File: src/rtl/maze_env_if.sv
// ============================================================================
// maze_env_if
// Agent <-> maze environment step interface.
//   action_valid/action_ready/action : one action per step, agent -> env
//   step_valid/step_ready            : step result handshake, env -> agent
//   current_st, next_st, reward      : position, produced state, Q8.8 reward
//   fail, finish, timeout            : terminal flags, valid with step_valid
//   new_gen                          : one-cycle pulse at episode start
//   episode, step_count              : completed episodes, steps this episode
// Modports: master = agent side, slave = environment side.
// ============================================================================
interface maze_env_if;
    logic        action_valid;
    logic        action_ready;
    logic [3:0]  action;
    logic        step_valid;
    logic        step_ready;
    logic [5:0]  current_st;
    logic [5:0]  next_st;
    logic [15:0] reward;
    logic        fail;
    logic        finish;
    logic        timeout;
    logic        new_gen;
    logic [9:0]  episode;
    logic [7:0]  step_count;

    modport master (
        output action_valid, action, step_ready,
        input  action_ready, step_valid, current_st, next_st, reward,
               fail, finish, timeout, new_gen, episode, step_count
    );

    modport slave (
        input  action_valid, action, step_ready,
        output action_ready, step_valid, current_st, next_st, reward,
               fail, finish, timeout, new_gen, episode, step_count
    );
endinterface

File: src/rtl/maze_env.sv
// ============================================================================
// maze_env
// Environment side of an agent/maze step interface on a 5x5 grid (states
// 1..25, row-major). Takes one action per step, moves the agent, returns the
// next state, a signed Q8.8 reward and terminal flags, and restarts episodes
// by itself.
// Ports:
//   clk    : clock, rising edge
//   rst_n  : synchronous reset, active low
//   bus    : maze_env_if.slave (action handshake in, step result out)
// ============================================================================
module maze_env #(
    parameter logic [5:0]         START_ST  = 6'd1,
    parameter logic [5:0]         GOAL_ST   = 6'd25,
    parameter logic [24:0]        WALL_MASK = 25'h0010140,
    parameter logic [7:0]         MAX_STEPS = 8'd64,
    parameter logic signed [15:0] R_STEP    = 16'hFF00,
    parameter logic signed [15:0] R_BUMP    = 16'hFE00,
    parameter logic signed [15:0] R_WALL    = 16'hF600,
    parameter logic signed [15:0] R_GOAL    = 16'h0A00
) (
    input  logic       clk,
    input  logic       rst_n,
    maze_env_if.slave  bus
);

    localparam logic [1:0] S_RST_EP = 2'd0;
    localparam logic [1:0] S_WAIT   = 2'd1;
    localparam logic [1:0] S_EVAL   = 2'd2;
    localparam logic [1:0] S_RESP   = 2'd3;

    // ------------------------------------------------------------------
    // Grid helpers: row/column of a zero-based cell index (0..24)
    // ------------------------------------------------------------------
    function automatic logic [2:0] row_of(input logic [4:0] idx);
        if (idx < 5'd5)       return 3'd0;
        else if (idx < 5'd10) return 3'd1;
        else if (idx < 5'd15) return 3'd2;
        else if (idx < 5'd20) return 3'd3;
        else                  return 3'd4;
    endfunction

    function automatic logic [2:0] col_of(input logic [4:0] idx, input logic [2:0] row);
        logic [4:0] t;
        t = idx - (5'(row) * 5'd5);
        return t[2:0];
    endfunction

    // Reward selection follows the move-rule priority: bump, wall, goal, step.
    function automatic logic signed [15:0] sel_reward(input logic bump,
                                                      input logic wall,
                                                      input logic goal);
        if (bump)      return R_BUMP;
        else if (wall) return R_WALL;
        else if (goal) return R_GOAL;
        else           return R_STEP;
    endfunction

    logic [1:0]         r_state;
    logic [5:0]         r_cur;
    logic [5:0]         r_next;
    logic signed [15:0] r_reward;
    logic               r_fail;
    logic               r_finish;
    logic               r_timeout;
    logic               r_new_gen;
    logic [9:0]         r_episode;
    logic [7:0]         r_step_cnt;
    logic [3:0]         r_act;

    logic [4:0]         w_cur_idx;
    logic [2:0]         w_row;
    logic [2:0]         w_col;
    logic [5:0]         w_tgt;
    logic [4:0]         w_tgt_idx;
    logic               w_bump;
    logic               w_wall;
    logic               w_goal;
    logic               w_last;
    logic               w_timeout;
    logic               w_fail;
    logic signed [15:0] w_reward;

    // ------------------------------------------------------------------
    // Move evaluation (consumed in EVAL from r_cur and the latched action)
    // ------------------------------------------------------------------
    assign w_cur_idx = 5'(r_cur - 6'd1);
    assign w_row     = row_of(w_cur_idx);
    assign w_col     = col_of(w_cur_idx, w_row);

    always_comb begin
        w_bump = 1'b0;
        w_tgt  = r_cur;
        case (r_act)
            4'd0: if (w_row != 3'd0) w_tgt = r_cur - 6'd5; else w_bump = 1'b1;
            4'd1: if (w_row != 3'd4) w_tgt = r_cur + 6'd5; else w_bump = 1'b1;
            4'd2: if (w_col != 3'd0) w_tgt = r_cur - 6'd1; else w_bump = 1'b1;
            4'd3: if (w_col != 3'd4) w_tgt = r_cur + 6'd1; else w_bump = 1'b1;
            default: w_bump = 1'b1;
        endcase
    end

    assign w_tgt_idx = 5'(w_tgt - 6'd1);
    assign w_wall    = !w_bump && WALL_MASK[w_tgt_idx];
    assign w_goal    = !w_bump && !w_wall && (w_tgt == GOAL_ST);
    // Timeout only applies when this step would not already end the episode.
    assign w_last    = (({1'b0, r_step_cnt} + 9'd1) == {1'b0, MAX_STEPS});
    assign w_timeout = w_last && !w_wall && !w_goal;
    assign w_fail    = w_wall || w_timeout;
    assign w_reward  = sel_reward(w_bump, w_wall, w_goal);

    // ------------------------------------------------------------------
    // Control FSM and result registers
    // ------------------------------------------------------------------
    always_ff @(posedge clk) begin
        if (!rst_n) begin
            r_state    <= S_RST_EP;
            r_cur      <= 6'd0;
            r_next     <= 6'd0;
            r_reward   <= 16'sd0;
            r_fail     <= 1'b0;
            r_finish   <= 1'b0;
            r_timeout  <= 1'b0;
            r_new_gen  <= 1'b0;
            r_episode  <= 10'd0;
            r_step_cnt <= 8'd0;
            r_act      <= 4'd0;
        end else begin
            r_new_gen <= 1'b0;
            case (r_state)
                S_RST_EP: begin
                    r_cur      <= START_ST;
                    r_step_cnt <= 8'd0;
                    r_new_gen  <= 1'b1;
                    r_state    <= S_WAIT;
                end
                S_WAIT: begin
                    if (bus.action_valid) begin
                        r_act   <= bus.action;
                        r_state <= S_EVAL;
                    end
                end
                S_EVAL: begin
                    r_next    <= w_bump ? r_cur : w_tgt;
                    r_reward  <= w_reward;
                    r_fail    <= w_fail;
                    r_finish  <= w_goal;
                    r_timeout <= w_timeout;
                    r_state   <= S_RESP;
                end
                default: begin
                    // Results stay frozen until the agent takes them.
                    if (bus.step_ready) begin
                        if (!r_fail) r_cur <= r_next;
                        r_step_cnt <= r_step_cnt + 8'd1;
                        r_fail     <= 1'b0;
                        r_finish   <= 1'b0;
                        r_timeout  <= 1'b0;
                        if (r_fail || r_finish) begin
                            r_episode <= r_episode + 10'd1;
                            r_state   <= S_RST_EP;
                        end else begin
                            r_state   <= S_WAIT;
                        end
                    end
                end
            endcase
        end
    end

    assign bus.action_ready = (r_state == S_WAIT);
    assign bus.step_valid   = (r_state == S_RESP);
    assign bus.current_st   = r_cur;
    assign bus.next_st      = r_next;
    assign bus.reward       = r_reward;
    assign bus.fail         = r_fail;
    assign bus.finish       = r_finish;
    assign bus.timeout      = r_timeout;
    assign bus.new_gen      = r_new_gen;
    assign bus.episode      = r_episode;
    assign bus.step_count   = r_step_cnt;

endmodule

File: src/flat_wrapper.sv
// flat-port wrapper written by rule: the top's interface ports become plain ports
module maze_env_flat 
#(
    parameter logic [5:0]         START_ST  = 6'd1,
    parameter logic [5:0]         GOAL_ST   = 6'd25,
    parameter logic [24:0]        WALL_MASK = 25'h0010140,
    parameter logic [7:0]         MAX_STEPS = 8'd64,
    parameter logic signed [15:0] R_STEP    = 16'hFF00,
    parameter logic signed [15:0] R_BUMP    = 16'hFE00,
    parameter logic signed [15:0] R_WALL    = 16'hF600,
    parameter logic signed [15:0] R_GOAL    = 16'h0A00
)
  (clk, rst_n, bus_action_valid, bus_action, bus_step_ready, bus_action_ready, bus_step_valid, bus_current_st, bus_next_st, bus_reward, bus_fail, bus_finish, bus_timeout, bus_new_gen, bus_episode, bus_step_count);
  maze_env_if bus_i ();
  input  logic clk;
  input  logic rst_n;
  input wire logic [$bits(bus_i.action_valid)-1:0] bus_action_valid;
  input wire logic [$bits(bus_i.action)-1:0] bus_action;
  input wire logic [$bits(bus_i.step_ready)-1:0] bus_step_ready;
  output wire logic [$bits(bus_i.action_ready)-1:0] bus_action_ready;
  output wire logic [$bits(bus_i.step_valid)-1:0] bus_step_valid;
  output wire logic [$bits(bus_i.current_st)-1:0] bus_current_st;
  output wire logic [$bits(bus_i.next_st)-1:0] bus_next_st;
  output wire logic [$bits(bus_i.reward)-1:0] bus_reward;
  output wire logic [$bits(bus_i.fail)-1:0] bus_fail;
  output wire logic [$bits(bus_i.finish)-1:0] bus_finish;
  output wire logic [$bits(bus_i.timeout)-1:0] bus_timeout;
  output wire logic [$bits(bus_i.new_gen)-1:0] bus_new_gen;
  output wire logic [$bits(bus_i.episode)-1:0] bus_episode;
  output wire logic [$bits(bus_i.step_count)-1:0] bus_step_count;
  assign bus_i.action_valid = bus_action_valid;
  assign bus_i.action = bus_action;
  assign bus_i.step_ready = bus_step_ready;
  assign bus_action_ready = bus_i.action_ready;
  assign bus_step_valid = bus_i.step_valid;
  assign bus_current_st = bus_i.current_st;
  assign bus_next_st = bus_i.next_st;
  assign bus_reward = bus_i.reward;
  assign bus_fail = bus_i.fail;
  assign bus_finish = bus_i.finish;
  assign bus_timeout = bus_i.timeout;
  assign bus_new_gen = bus_i.new_gen;
  assign bus_episode = bus_i.episode;
  assign bus_step_count = bus_i.step_count;
  maze_env #(.START_ST(START_ST), .GOAL_ST(GOAL_ST), .WALL_MASK(WALL_MASK), .MAX_STEPS(MAX_STEPS), .R_STEP(R_STEP), .R_BUMP(R_BUMP), .R_WALL(R_WALL), .R_GOAL(R_GOAL)) u_core (.clk(clk), .rst_n(rst_n), .bus(bus_i));
endmodule
File: config.mk
export PLATFORM = sky130hd
export DESIGN_NAME = maze_env_flat
export DESIGN_NICKNAME = d
export VERILOG_FILES = /design/src/rtl/maze_env_if.sv /design/src/rtl/maze_env.sv /design/src/flat_wrapper.sv
export SDC_FILE = /design/constraint.sdc
export NUM_CORES = 1
export LEC_CHECK = 0
export CORE_MARGIN = 8
export CORE_UTILIZATION = 55
export CTS_BUF_LIST = sky130_fd_sc_hd__clkbuf_4
export DETAILED_ROUTE_END_ITERATION = 6
export PLACE_DENSITY = 0.78
export SLEW_MARGIN = 15
export SYNTH_ARGS = -nofsm -noshare
export SYNTH_HDL_FRONTEND = slang
export SYNTH_SLANG_ARGS = --single-unit
File: constraint.sdc
create_clock -name clk -period 7.4 [get_ports clk]
set_input_delay 1.85 -clock clk [delete_from_list [all_inputs] [get_ports clk]]
set_output_delay 1.85 -clock clk [all_outputs]
set_load 0.02 [all_outputs]
==> flow_summary.html, run 1 <==
<table>
<tr><th>Metric</th><th>Value</th></tr>
<tr><th colspan="2">Clock network</th></tr>
<tr><td>Setup Fix Bufs, Post-CTS</td><td>0</td></tr>
<tr><td>Inserted Clock Buffers</td><td>5</td></tr>
<tr><td>Maximum buffer depth of the clock tree</td><td>2</td></tr>
<tr><td>Post_cts resized</td><td>0</td></tr>
<tr><td>H-tree depth reported by CTS</td><td>2</td></tr>
<tr><td>Number of hold-repair buffers added at the cts stage</td><td>0</td></tr>
<tr><td>CTS tree</td><td>built</td></tr>
<tr><td>Number of sinks handled by clock tree synthesis</td><td>between 40 and 50</td></tr>
<tr><td>CTS clk-pin slew, worst paths</td><td>0.13 ns</td></tr>
<tr><td>Clock insertion delay at the later pin of the skew report</td><td>0.36 ns</td></tr>
<tr><td>Root Buffer Master</td><td>sky130_fd_sc_hd__clkbuf_4</td></tr>
<tr><th colspan="2">Setup path</th></tr>
<tr><td>Critical Path Start Type</td><td>flip-flop</td></tr>
<tr><td>Maximum fanout along the worst path</td><td>22</td></tr>
<tr><td>CP Cell Sequence</td><td>inv_1 &gt; ha_1 &gt; or2_4 &gt; a211o_1 &gt; a21oi_1 &gt; nor2_1 &gt; mux2i_1 &gt; fa_1 &gt; inv_1 &gt; nor2_1 &gt; and4_1 &gt; a311o_1 &gt; nor3_4 &gt; o21ai_1 &gt; o22a_1 &gt; a221oi_1 &gt; nor4_2 &gt; or4_1 &gt; o211ai_2</td></tr>
<tr><td>Critical path capture point type</td><td>flip-flop</td></tr>
<tr><td>Critical Path Max Stage Delay</td><td>0.82 ns</td></tr>
<tr><td>Critical setup path kind</td><td>reg2reg</td></tr>
<tr><td>Required time at the endpoint of the critical path</td><td>about 7.7 ns</td></tr>
<tr><td>Arrival @ worst endpoint</td><td>6.34 ns</td></tr>
<tr><td>Slowest stage cell on the critical path</td><td>sky130_fd_sc_hd__dfxtp_1</td></tr>
<tr><th colspan="2">STA</th></tr>
<tr><td>Final setup vio count</td><td>0</td></tr>
<tr><td>Final Critical Period</td><td>6.04 ns</td></tr>
<tr><td>Unrepaired setup endpoints after global routing</td><td>no</td></tr>
<tr><td>Slew of the pin with the lowest slew margin</td><td>0.759 ns</td></tr>
<tr><td>Slew margin rel.</td><td>0.493</td></tr>
<tr><td>Setup TNS</td><td>0 ns</td></tr>
<tr><td>Worst-case clock skew</td><td>0.0117 ns</td></tr>
<tr><td>Period Utilization, post-route</td><td>0.816</td></tr>
<tr><td>Final count of pins violating max slew</td><td>0</td></tr>
<tr><td>PnR worst setup slack</td><td>~1.4 ns</td></tr>
<tr><td>Achievable Freq</td><td>around 170 MHz</td></tr>
<tr><td>Count of final hold-check violations</td><td>0</td></tr>
<tr><th colspan="2">Cells and area</th></tr>
<tr><td>Final-layout fill cell count</td><td>between 500 and 600</td></tr>
<tr><td>Fraction of layout cells with a size suffix above 1</td><td>0.0733</td></tr>
<tr><td>Commonest cells after routing, fill and taps aside</td><td>sky130_fd_sc_hd__nor2_1 (63), sky130_fd_sc_hd__clkdlybuf4s50_1 (51), sky130_fd_sc_hd__dfxtp_1 (44)</td></tr>
<tr><td># nets final</td><td>around 530</td></tr>
<tr><td>Cell area after layout</td><td>0.00404 mm2</td></tr>
<tr><td>Commonest non-fill, non-tap cell in the layout</td><td>sky130_fd_sc_hd__nor2_1</td></tr>
<tr><td>Number of diodes added for antenna fixing</td><td>0</td></tr>
<tr><td>Area growth from synthesis to final layout</td><td>14.5%</td></tr>
<tr><th colspan="2">Pwr</th></tr>
<tr><td>Lkg Pwr</td><td>0.00151 uW</td></tr>
<tr><td>Clk network pwr share</td><td>0.072</td></tr>
<tr><td>Switch Pwr</td><td>818 uW</td></tr>
<tr><td>Switching share of power</td><td>0.524</td></tr>
<tr><td>Relative contribution of sequential cells to total power</td><td>0.209</td></tr>
<tr><td>Pint</td><td>743 uW</td></tr>
<tr><td>Power Density</td><td>slightly below 400 mW/mm2</td></tr>
<tr><td>Combinational fraction of design power</td><td>0.719</td></tr>
<tr><td>Worst IR drop on VDD</td><td>0.325 mV</td></tr>
<tr><th colspan="2">Synth</th></tr>
<tr><td>Cell Area, Synth</td><td>0.00353 mm2</td></tr>
<tr><td>Distinct cell type count of the synthesized netlist</td><td>77</td></tr>
<tr><td>Number of instances in the synthesized netlist</td><td>between 400 and 500</td></tr>
<tr><td>Avg Inst Size Synth</td><td>7.44 um2</td></tr>
<tr><td>Number of storage elements in the synthesis netlist</td><td>44</td></tr>
<tr><td>Number of enable-type register cells in the synthesized netlist</td><td>0</td></tr>
<tr><td>Leading register cell type out of synthesis</td><td>sky130_fd_sc_hd__dfxtp_1</td></tr>
<tr><td>Post-synthesis sequential area ratio</td><td>0.250</td></tr>
<tr><td>Yosys Warn Count</td><td>0</td></tr>
<tr><td>Share of synthesized registers carrying an async set or reset</td><td>0</td></tr>
<tr><th colspan="2">Detailed routing</th></tr>
<tr><td>Vias per cell</td><td>6.36</td></tr>
<tr><td>Number of optimization iterations in the first detailed-route pass</td><td>5</td></tr>
<tr><td>Total wire length</td><td>10.4 mm</td></tr>
<tr><td>Number of antenna-violating nets in the routed design</td><td>0</td></tr>
<tr><td>Mean routed wirelength per cell</td><td>17.8 um</td></tr>
<tr><td>Count of unresolved DRC violations after routing</td><td>0</td></tr>
<tr><td>Iter 0 DRT Violations</td><td>roughly 220</td></tr>
<tr><td>Routed vias</td><td>3699</td></tr>
<tr><th colspan="2">Global routing</th></tr>
<tr><td>Largest net degree at the start of global routing</td><td>26</td></tr>
<tr><td>GRT Resource Usage Total</td><td>0.229</td></tr>
<tr><td>Initial antenna violation count</td><td>0</td></tr>
<tr><td>Wire length of the first global-routing pass</td><td>17.0 mm</td></tr>
<tr><td>Number of global-route vias before repair</td><td>3420</td></tr>
<tr><td>Final global-route overflow total</td><td>0</td></tr>
<tr><th colspan="2">Placement</th></tr>
<tr><td>Routability cong.</td><td>slightly below 1</td></tr>
<tr><td>Half-perimeter wire length after placement</td><td>7.78 mm</td></tr>
<tr><td>Port buffer count</td><td>51</td></tr>
<tr><td>Post-Place Worst Slack</td><td>1.46 ns</td></tr>
<tr><td>Placed standard-cell area</td><td>0.00399 mm2</td></tr>
<tr><th colspan="2">Floorplan</th></tr>
<tr><td>Die height</td><td>just under 100 um</td></tr>
<tr><td>Starting Density</td><td>0.562</td></tr>
<tr><td>Placement Rows</td><td>29</td></tr>
<tr><td>DIE WIDTH</td><td>96.1 um</td></tr>
<tr><td>CORE AREA</td><td>0.00628 mm2</td></tr>
<tr><td>Boundary Pins</td><td>60</td></tr>
<tr><td>Die Outline Area</td><td>0.00923 mm2</td></tr>
<tr><th colspan="2">Status</th></tr>
<tr><td>Status</td><td>finished, final reports clean</td></tr>
<tr><th colspan="2">Min path</th></tr>
<tr><td>HP Class</td><td>reg2reg</td></tr>
<tr><th colspan="2">Flow run</th></tr>
<tr><td>Number of max-cap violations</td><td>0</td></tr>
</table>
metal layers:
layer / GRT usage / wire length, um / vias up
met3: 0.0538 / 798 / 28
li1: - / - / 1776
met2: 0.369 / 4850 / 152
met4: 0.0807 / 271 / 0
met1: 0.291 / 4440 / 1743
met5: 0 / 0 / -
per-stage QoR:
step,power [uW],instances,utilization,hold slack [ns]
5_1_grt,1690,582,0.644,0.508
4_1_cts,1550,582,0.644,0.486
3_3_place_gp,1420,575,0.636,0.448
6_report,1560,582,0.644,0.484
2_1_floorplan,1140,481,-,0.444
3_5_place_dp,1430,575,0.636,0.471
registers in the layout, indices dropped and copies added, names as in the netlist, 2 cells and up:
name / count
u_core.r_act: 4
u_core.bus.step_count: 8
u_core.r_state: 2
u_core.bus.current_st: 6
u_core.bus.reward: 4
u_core.bus.next_st: 6
u_core.bus.episode: 10
cells by family (layout without fill, tap and decap cells):
logic type,after synthesis,after routing,synth area share
and+or+nand+nor,203,203,0.290
DFF,44,44,0.250
adders and majority gates,12,12,0.0447
xor gates and xnor gates,21,21,0.0543
muxes,8,8,0.0245
buffers and inverters,56,80,0.0770
AOI/OAI and AO/OA,129,129,0.259
other,1,8,0.00106
cell type report:
type | count | area, um2 | share of cell area
clock buffers | 5 | 37.5 | 0.00929
clock inverters | 2 | 12.5 | 0.00310
inverters | 17 | 63.8 | 0.0158
multi-input cells | 381 | 2400 | 0.594
flip-flops and latches | 44 | 881 | 0.218
well taps | 77 | 96.3 | 0.0238
repair buffers | 56 | 548 | 0.136
synthesized netlist by cell type (5+ instances only):
master,number,share of area
sky130_fd_sc_hd__a211oi_1,8,0.017
sky130_fd_sc_hd__a21oi_1,31,0.044
sky130_fd_sc_hd__a221oi_1,5,0.012
sky130_fd_sc_hd__a22oi_1,8,0.017
sky130_fd_sc_hd__a31oi_1,6,0.011
sky130_fd_sc_hd__and2_1,5,0.0089
sky130_fd_sc_hd__and3_1,9,0.016
sky130_fd_sc_hd__buf_4,13,0.028
sky130_fd_sc_hd__clkbuf_1,19,0.020
sky130_fd_sc_hd__dfxtp_1,44,0.25
sky130_fd_sc_hd__ha_1,11,0.039
sky130_fd_sc_hd__inv_1,16,0.017
sky130_fd_sc_hd__mux2i_1,6,0.017
sky130_fd_sc_hd__nand2_1,40,0.043
sky130_fd_sc_hd__nand3_1,28,0.040
sky130_fd_sc_hd__nand4_1,5,0.0089
sky130_fd_sc_hd__nor2_1,63,0.067
sky130_fd_sc_hd__nor3_1,19,0.027
sky130_fd_sc_hd__o21ai_0,21,0.030
sky130_fd_sc_hd__o31ai_1,5,0.011
sky130_fd_sc_hd__or2_2,6,0.011
sky130_fd_sc_hd__xnor2_1,9,0.022
sky130_fd_sc_hd__xor2_1,11,0.027
worst paths after layout:
path | depth (start not counted) | from | slack, ns | endpoint
min | 2 | u_core.r_act[3] | 0.48 | u_core.r_act[3]
max | 19 | u_core.bus.current_st[0] | 1.36 | u_core.bus.fail
max reg2reg | 19 | u_core.bus.current_st[0] | 1.36 | u_core.bus.fail
min reg2reg | 2 | u_core.r_act[3] | 0.48 | u_core.r_act[3]
power groups by stage:
stage          logic [uW]  clock network, uW  registers [uW]
2_1_floorplan         797                  0             344
3_3_place_gp         1090                  0             330
3_5_place_dp         1100                  0             331
4_1_cts              1110                117             325
5_1_grt              1220                128             334
6_report             1120                112             326
worst max-delay path: cells and delay by family (launching register included):
kind	cells	cell delay [ns]
adder cells (fa/ha/maj)	2	0.93
AO/OA/AOI/OAI	7	1.92
buffers and inverters	2	0.41
multiplexers	1	0.16
flip-flops	1	0.82
AND/OR/NAND/NOR	7	1.73
(Power assumes the default switching activity.)
==> inputs of run 2 (changes only) <==
- CORE_UTILIZATION: 55 -> 50
- PLACE_DENSITY: 0.78 -> 0.75
- clock period: 7.4 -> 5.51 ns (I/O delays scaled with it)
==> run 2 against run 1 <==
Compared with the run above:
- die area up 8.3%
- core utilization down 3.3 points
- setup slack worse by 1.0 ns
- design area up 3.2%
- highest routed layer unchanged
==> flow_summary.html, run 2 (synthesis results as in run 1) <==
<table>
<tr><th>Metric</th><th>Value</th></tr>
<tr><th colspan="2">Detailed routing</th></tr>
<tr><td>Iter 0 DRT Violations</td><td>287 (+29%)</td></tr>
<tr><td>Count of unresolved DRC violations after routing</td><td>0 (unchanged)</td></tr>
<tr><td>Total wire length</td><td>10.4 mm (+0.57%)</td></tr>
<tr><td>Number of optimization iterations in the first detailed-route pass</td><td>5 (unchanged)</td></tr>
<tr><td>Number of antenna-violating nets in the routed design</td><td>0 (unchanged)</td></tr>
<tr><td>Vias per cell</td><td>6.07 (-4.5%)</td></tr>
<tr><td>Routed vias</td><td>3709 (+0.27%)</td></tr>
<tr><td>Mean routed wirelength per cell</td><td>17.0 um (-4.2%)</td></tr>
<tr><th colspan="2">STA</th></tr>
<tr><td>Achievable Freq</td><td>194 MHz (+17%)</td></tr>
<tr><td>Final Critical Period</td><td>5.16 ns (-0.882 ns)</td></tr>
<tr><td>Worst-case clock skew</td><td>0.0130 ns (+0.00139 ns)</td></tr>
<tr><td>Slew margin rel.</td><td>0.524 (+0.0304)</td></tr>
<tr><td>Period Utilization, post-route</td><td>0.936 (+0.120)</td></tr>
<tr><td>Final count of pins violating max slew</td><td>0 (unchanged)</td></tr>
<tr><td>Setup TNS</td><td>0 ns (unchanged)</td></tr>
<tr><td>Unrepaired setup endpoints after global routing</td><td>no</td></tr>
<tr><td>Final setup vio count</td><td>0 (unchanged)</td></tr>
<tr><td>Slew of the pin with the lowest slew margin</td><td>0.709 ns (-0.0500 ns)</td></tr>
<tr><td>Count of final hold-check violations</td><td>0 (unchanged)</td></tr>
<tr><th colspan="2">Setup path</th></tr>
<tr><td>Required time at the endpoint of the critical path</td><td>5.81 ns (-1.89 ns)</td></tr>
<tr><td>Cell seen most often among critical-path stages</td><td>sky130_fd_sc_hd__inv_1</td></tr>
<tr><td>CP top delay family</td><td>compound AO/OA/AOI/OAI gates</td></tr>
<tr><td>Slowest stage cell on the critical path</td><td>sky130_fd_sc_hd__or4_1</td></tr>
<tr><td>Arrival @ worst endpoint</td><td>5.46 ns (-0.88 ns)</td></tr>
<tr><td>Start of the worst register-to-register path</td><td>u_core.bus.current_st[1]</td></tr>
<tr><td>Worst flop-to-flop path endpoint</td><td>u_core.bus.fail</td></tr>
<tr><td>Critical Path Start Type</td><td>flip-flop</td></tr>
<tr><td>Number of buffer and inverter stages on the critical path</td><td>3 (+1)</td></tr>
<tr><td>Maximum fanout along the worst path</td><td>10 (-55%)</td></tr>
<tr><td>Critical setup path kind</td><td>reg2reg</td></tr>
<tr><td>Cell depth of the worst flop-to-flop path</td><td>22 (+3)</td></tr>
<tr><td>Critical path capture point type</td><td>flip-flop</td></tr>
<tr><td>CP Cell Sequence</td><td>inv_1 &gt; ha_1 &gt; or2_4 &gt; a211o_1 &gt; nand2_1 &gt; a31o_2 &gt; nor3_1 &gt; nor2_1 &gt; ha_1 &gt; inv_1 &gt; fa_1 &gt; inv_1 &gt; nor2_1 &gt; and4_1 &gt; a311o_1 &gt; o31a_1 &gt; a2111oi_4 &gt; o211a_4 &gt; and3_4 &gt; nor4_2 &gt; or4_1 &gt; o211ai_2</td></tr>
<tr><td>Register-to-Register Setup Slack</td><td>0.35 ns (-1.01 ns)</td></tr>
<tr><td>Critical Path Max Stage Delay</td><td>0.53 ns (-0.29 ns)</td></tr>
<tr><th colspan="2">Floorplan</th></tr>
<tr><td>Boundary Pins</td><td>60 (unchanged)</td></tr>
<tr><td>CORE AREA</td><td>0.00683 mm2 (+8.8%)</td></tr>
<tr><td>Placement Rows</td><td>30 (+3.4%)</td></tr>
<tr><td>Die Outline Area</td><td>0.0100 mm2 (+8.3%)</td></tr>
<tr><td>Starting Density</td><td>0.516 (-0.0456)</td></tr>
<tr><td>DIE WIDTH</td><td>100 um (+4.1%)</td></tr>
<tr><td>Die height</td><td>100 um (+4.1%)</td></tr>
<tr><th colspan="2">Cells and area</th></tr>
<tr><td>Fraction of layout cells with a size suffix above 1</td><td>0.0971 (+0.0238)</td></tr>
<tr><td>Final-layout fill cell count</td><td>629 (+9.2%)</td></tr>
<tr><td>Area growth from synthesis to final layout</td><td>18.2%</td></tr>
<tr><td>Flip-flop count of the largest register, all copies and words added</td><td>10 (unchanged)</td></tr>
<tr><td>Commonest non-fill, non-tap cell in the layout</td><td>sky130_fd_sc_hd__nor2_1</td></tr>
<tr><td># nets final</td><td>534 (+1.7%)</td></tr>
<tr><td>Number of diodes added for antenna fixing</td><td>0 (unchanged)</td></tr>
<tr><td>Commonest cells after routing, fill and taps aside</td><td>sky130_fd_sc_hd__nor2_1 (63), sky130_fd_sc_hd__clkdlybuf4s50_1 (51), sky130_fd_sc_hd__dfxtp_1 (43)</td></tr>
<tr><td>Cell area after layout</td><td>0.00417 mm2 (+3.2%)</td></tr>
<tr><th colspan="2">Pwr</th></tr>
<tr><td>Pint</td><td>1060 uW (+42%)</td></tr>
<tr><td>Relative contribution of sequential cells to total power</td><td>0.194 (-0.015)</td></tr>
<tr><td>Combinational fraction of design power</td><td>0.729 (+0.010)</td></tr>
<tr><td>Switching share of power</td><td>0.514 (-0.00935)</td></tr>
<tr><td>Power Density</td><td>523 mW/mm2 (+35%)</td></tr>
<tr><td>Worst IR drop on VDD</td><td>0.303 mV (-6.8%)</td></tr>
<tr><td>Switch Pwr</td><td>1120 uW (+37%)</td></tr>
<tr><td>Clk network pwr share</td><td>0.076 (+0.004)</td></tr>
<tr><td>Lkg Pwr</td><td>0.00156 uW (+3.4%)</td></tr>
<tr><th colspan="2">Min path</th></tr>
<tr><td>HP Class</td><td>reg2reg</td></tr>
<tr><td>Worst-case hold path end point</td><td>u_core.r_act[2]</td></tr>
<tr><td>Worst Hold Launch</td><td>u_core.r_act[2]</td></tr>
<tr><td>Depth of the worst hold-timing path</td><td>2 (unchanged)</td></tr>
<tr><th colspan="2">Global routing</th></tr>
<tr><td>Largest net degree at the start of global routing</td><td>31 (+19%)</td></tr>
<tr><td>Final global-route overflow total</td><td>0 (unchanged)</td></tr>
<tr><td>Initial antenna violation count</td><td>0 (unchanged)</td></tr>
<tr><td>Wire length of the first global-routing pass</td><td>17.0 mm (unchanged)</td></tr>
<tr><td>Number of global-route vias before repair</td><td>3268 (-4.4%)</td></tr>
<tr><td>GRT Resource Usage Total</td><td>0.207 (-0.0226)</td></tr>
<tr><th colspan="2">Clock network</th></tr>
<tr><td>Maximum buffer depth of the clock tree</td><td>2 (unchanged)</td></tr>
<tr><td>Inserted Clock Buffers</td><td>5 (unchanged)</td></tr>
<tr><td>H-tree depth reported by CTS</td><td>2 (unchanged)</td></tr>
<tr><td>Root Buffer Master</td><td>sky130_fd_sc_hd__clkbuf_4</td></tr>
<tr><td>CTS tree</td><td>built</td></tr>
<tr><td>CTS clk-pin slew, worst paths</td><td>0.15 ns (+0.02 ns)</td></tr>
<tr><td>Clock insertion delay at the later pin of the skew report</td><td>0.37 ns (about the same)</td></tr>
<tr><td>Number of sinks handled by clock tree synthesis</td><td>44 (unchanged)</td></tr>
<tr><th colspan="2">Placement</th></tr>
<tr><td>Port buffer count</td><td>51 (unchanged)</td></tr>
<tr><td>Routability cong.</td><td>0.949 (-4.1%)</td></tr>
<tr><td>Half-perimeter wire length after placement</td><td>7.89 mm (+1.5%)</td></tr>
<tr><td>Placed standard-cell area</td><td>0.00410 mm2 (+2.6%)</td></tr>
<tr><th colspan="2">Status</th></tr>
<tr><td>Status</td><td>finished, final reports clean</td></tr>
<tr><th colspan="2">Flow run</th></tr>
<tr><td>Number of max-cap violations</td><td>0 (unchanged)</td></tr>
</table>
[run 2: changes by cell type in the layout (fill, tap and decap cells not counted), sizes merged]
cell      before  now
buf            5   14
clkinvlp       1    2
[run 2: how the worst max path moves through the flow]
stage | slack [ns] | to | cells after the start | startpoint
detailed placement | 0.28 | u_core.bus.fail | 22 | u_core.bus.current_st[1]
global placement | 0.46 | u_core.bus.fail | 22 | u_core.bus.current_st[1]
finish | 0.35 | u_core.bus.fail | 22 | u_core.bus.current_st[1]
global route | 0.06 | u_core.bus.fail | 22 | u_core.bus.current_st[1]
CTS | 0.25 | u_core.bus.fail | 22 | u_core.bus.current_st[1]
floorplan | 0.14 | u_core.bus.fail | 25 | u_core.bus.current_st[0]
[run 2: power by group through the flow]
stage	sequential, uW	clock (uW)	combinational, uW
floorplan	462	0	1070
global placement	428	0	1530
detailed placement	430	0	1550
CTS	423	170	1550
global route	432	183	1720
finish	423	167	1590
[run 2: final cells by class]
type | instances | area (um2) | share of cell area
timing repair buffer | 65 | 628 | 0.151
clock buffer | 5 | 37.5 | 0.00900
multi-input combinational | 381 | 2410 | 0.579
sequential | 44 | 882 | 0.212
tap | 96 | 120 | 0.0288
inverter | 17 | 63.8 | 0.0153
clock inverter | 3 | 23.8 | 0.00570
[run 2: routing by layer]
| metal | part of all wire | GRT usage | routed length (um) | up-vias |
|---|---|---|---|---|
| met5 | 0 | 0 | 0 | - |
| met4 | 0.021 | 0.0674 | 217 | 0 |
| met3 | 0.084 | 0.0429 | 878 | 25 |
| met2 | 0.47 | 0.330 | 4850 | 192 |
| met1 | 0.43 | 0.269 | 4470 | 1699 |
| li1 | - | - | - | 1793 |
[run 2: per-stage QoR]
step                instances  hold slack [ns]  total power (uW)   util  setup WS [ns]
global placement          603            0.449              1960  0.599          0.457
finish                    611            0.475              2180  0.610          0.355
detailed placement        603            0.457              1980  0.599          0.277
floorplan                 481            0.444              1530      -          0.137
global route              611            0.496              2330  0.610         0.0553
CTS                       611            0.476              2150  0.608          0.255
[run 2: timing repair]
item,CTS,global route
hold buffers,0,0
endpoints found under the hold margin,0,0
gates resized for setup,0,3
setup endpoints to repair,0,2
setup buffers,0,0
[run 2: worst register-to-register path: cells and delay by family, from the launching register on]
kind / cells / cell delay, ns
compound gates: 7 / 1.83
fa+ha+maj: 3 / 0.80
buf+inv: 3 / 0.33
flops: 1 / 0.46
simple gates: 9 / 1.66
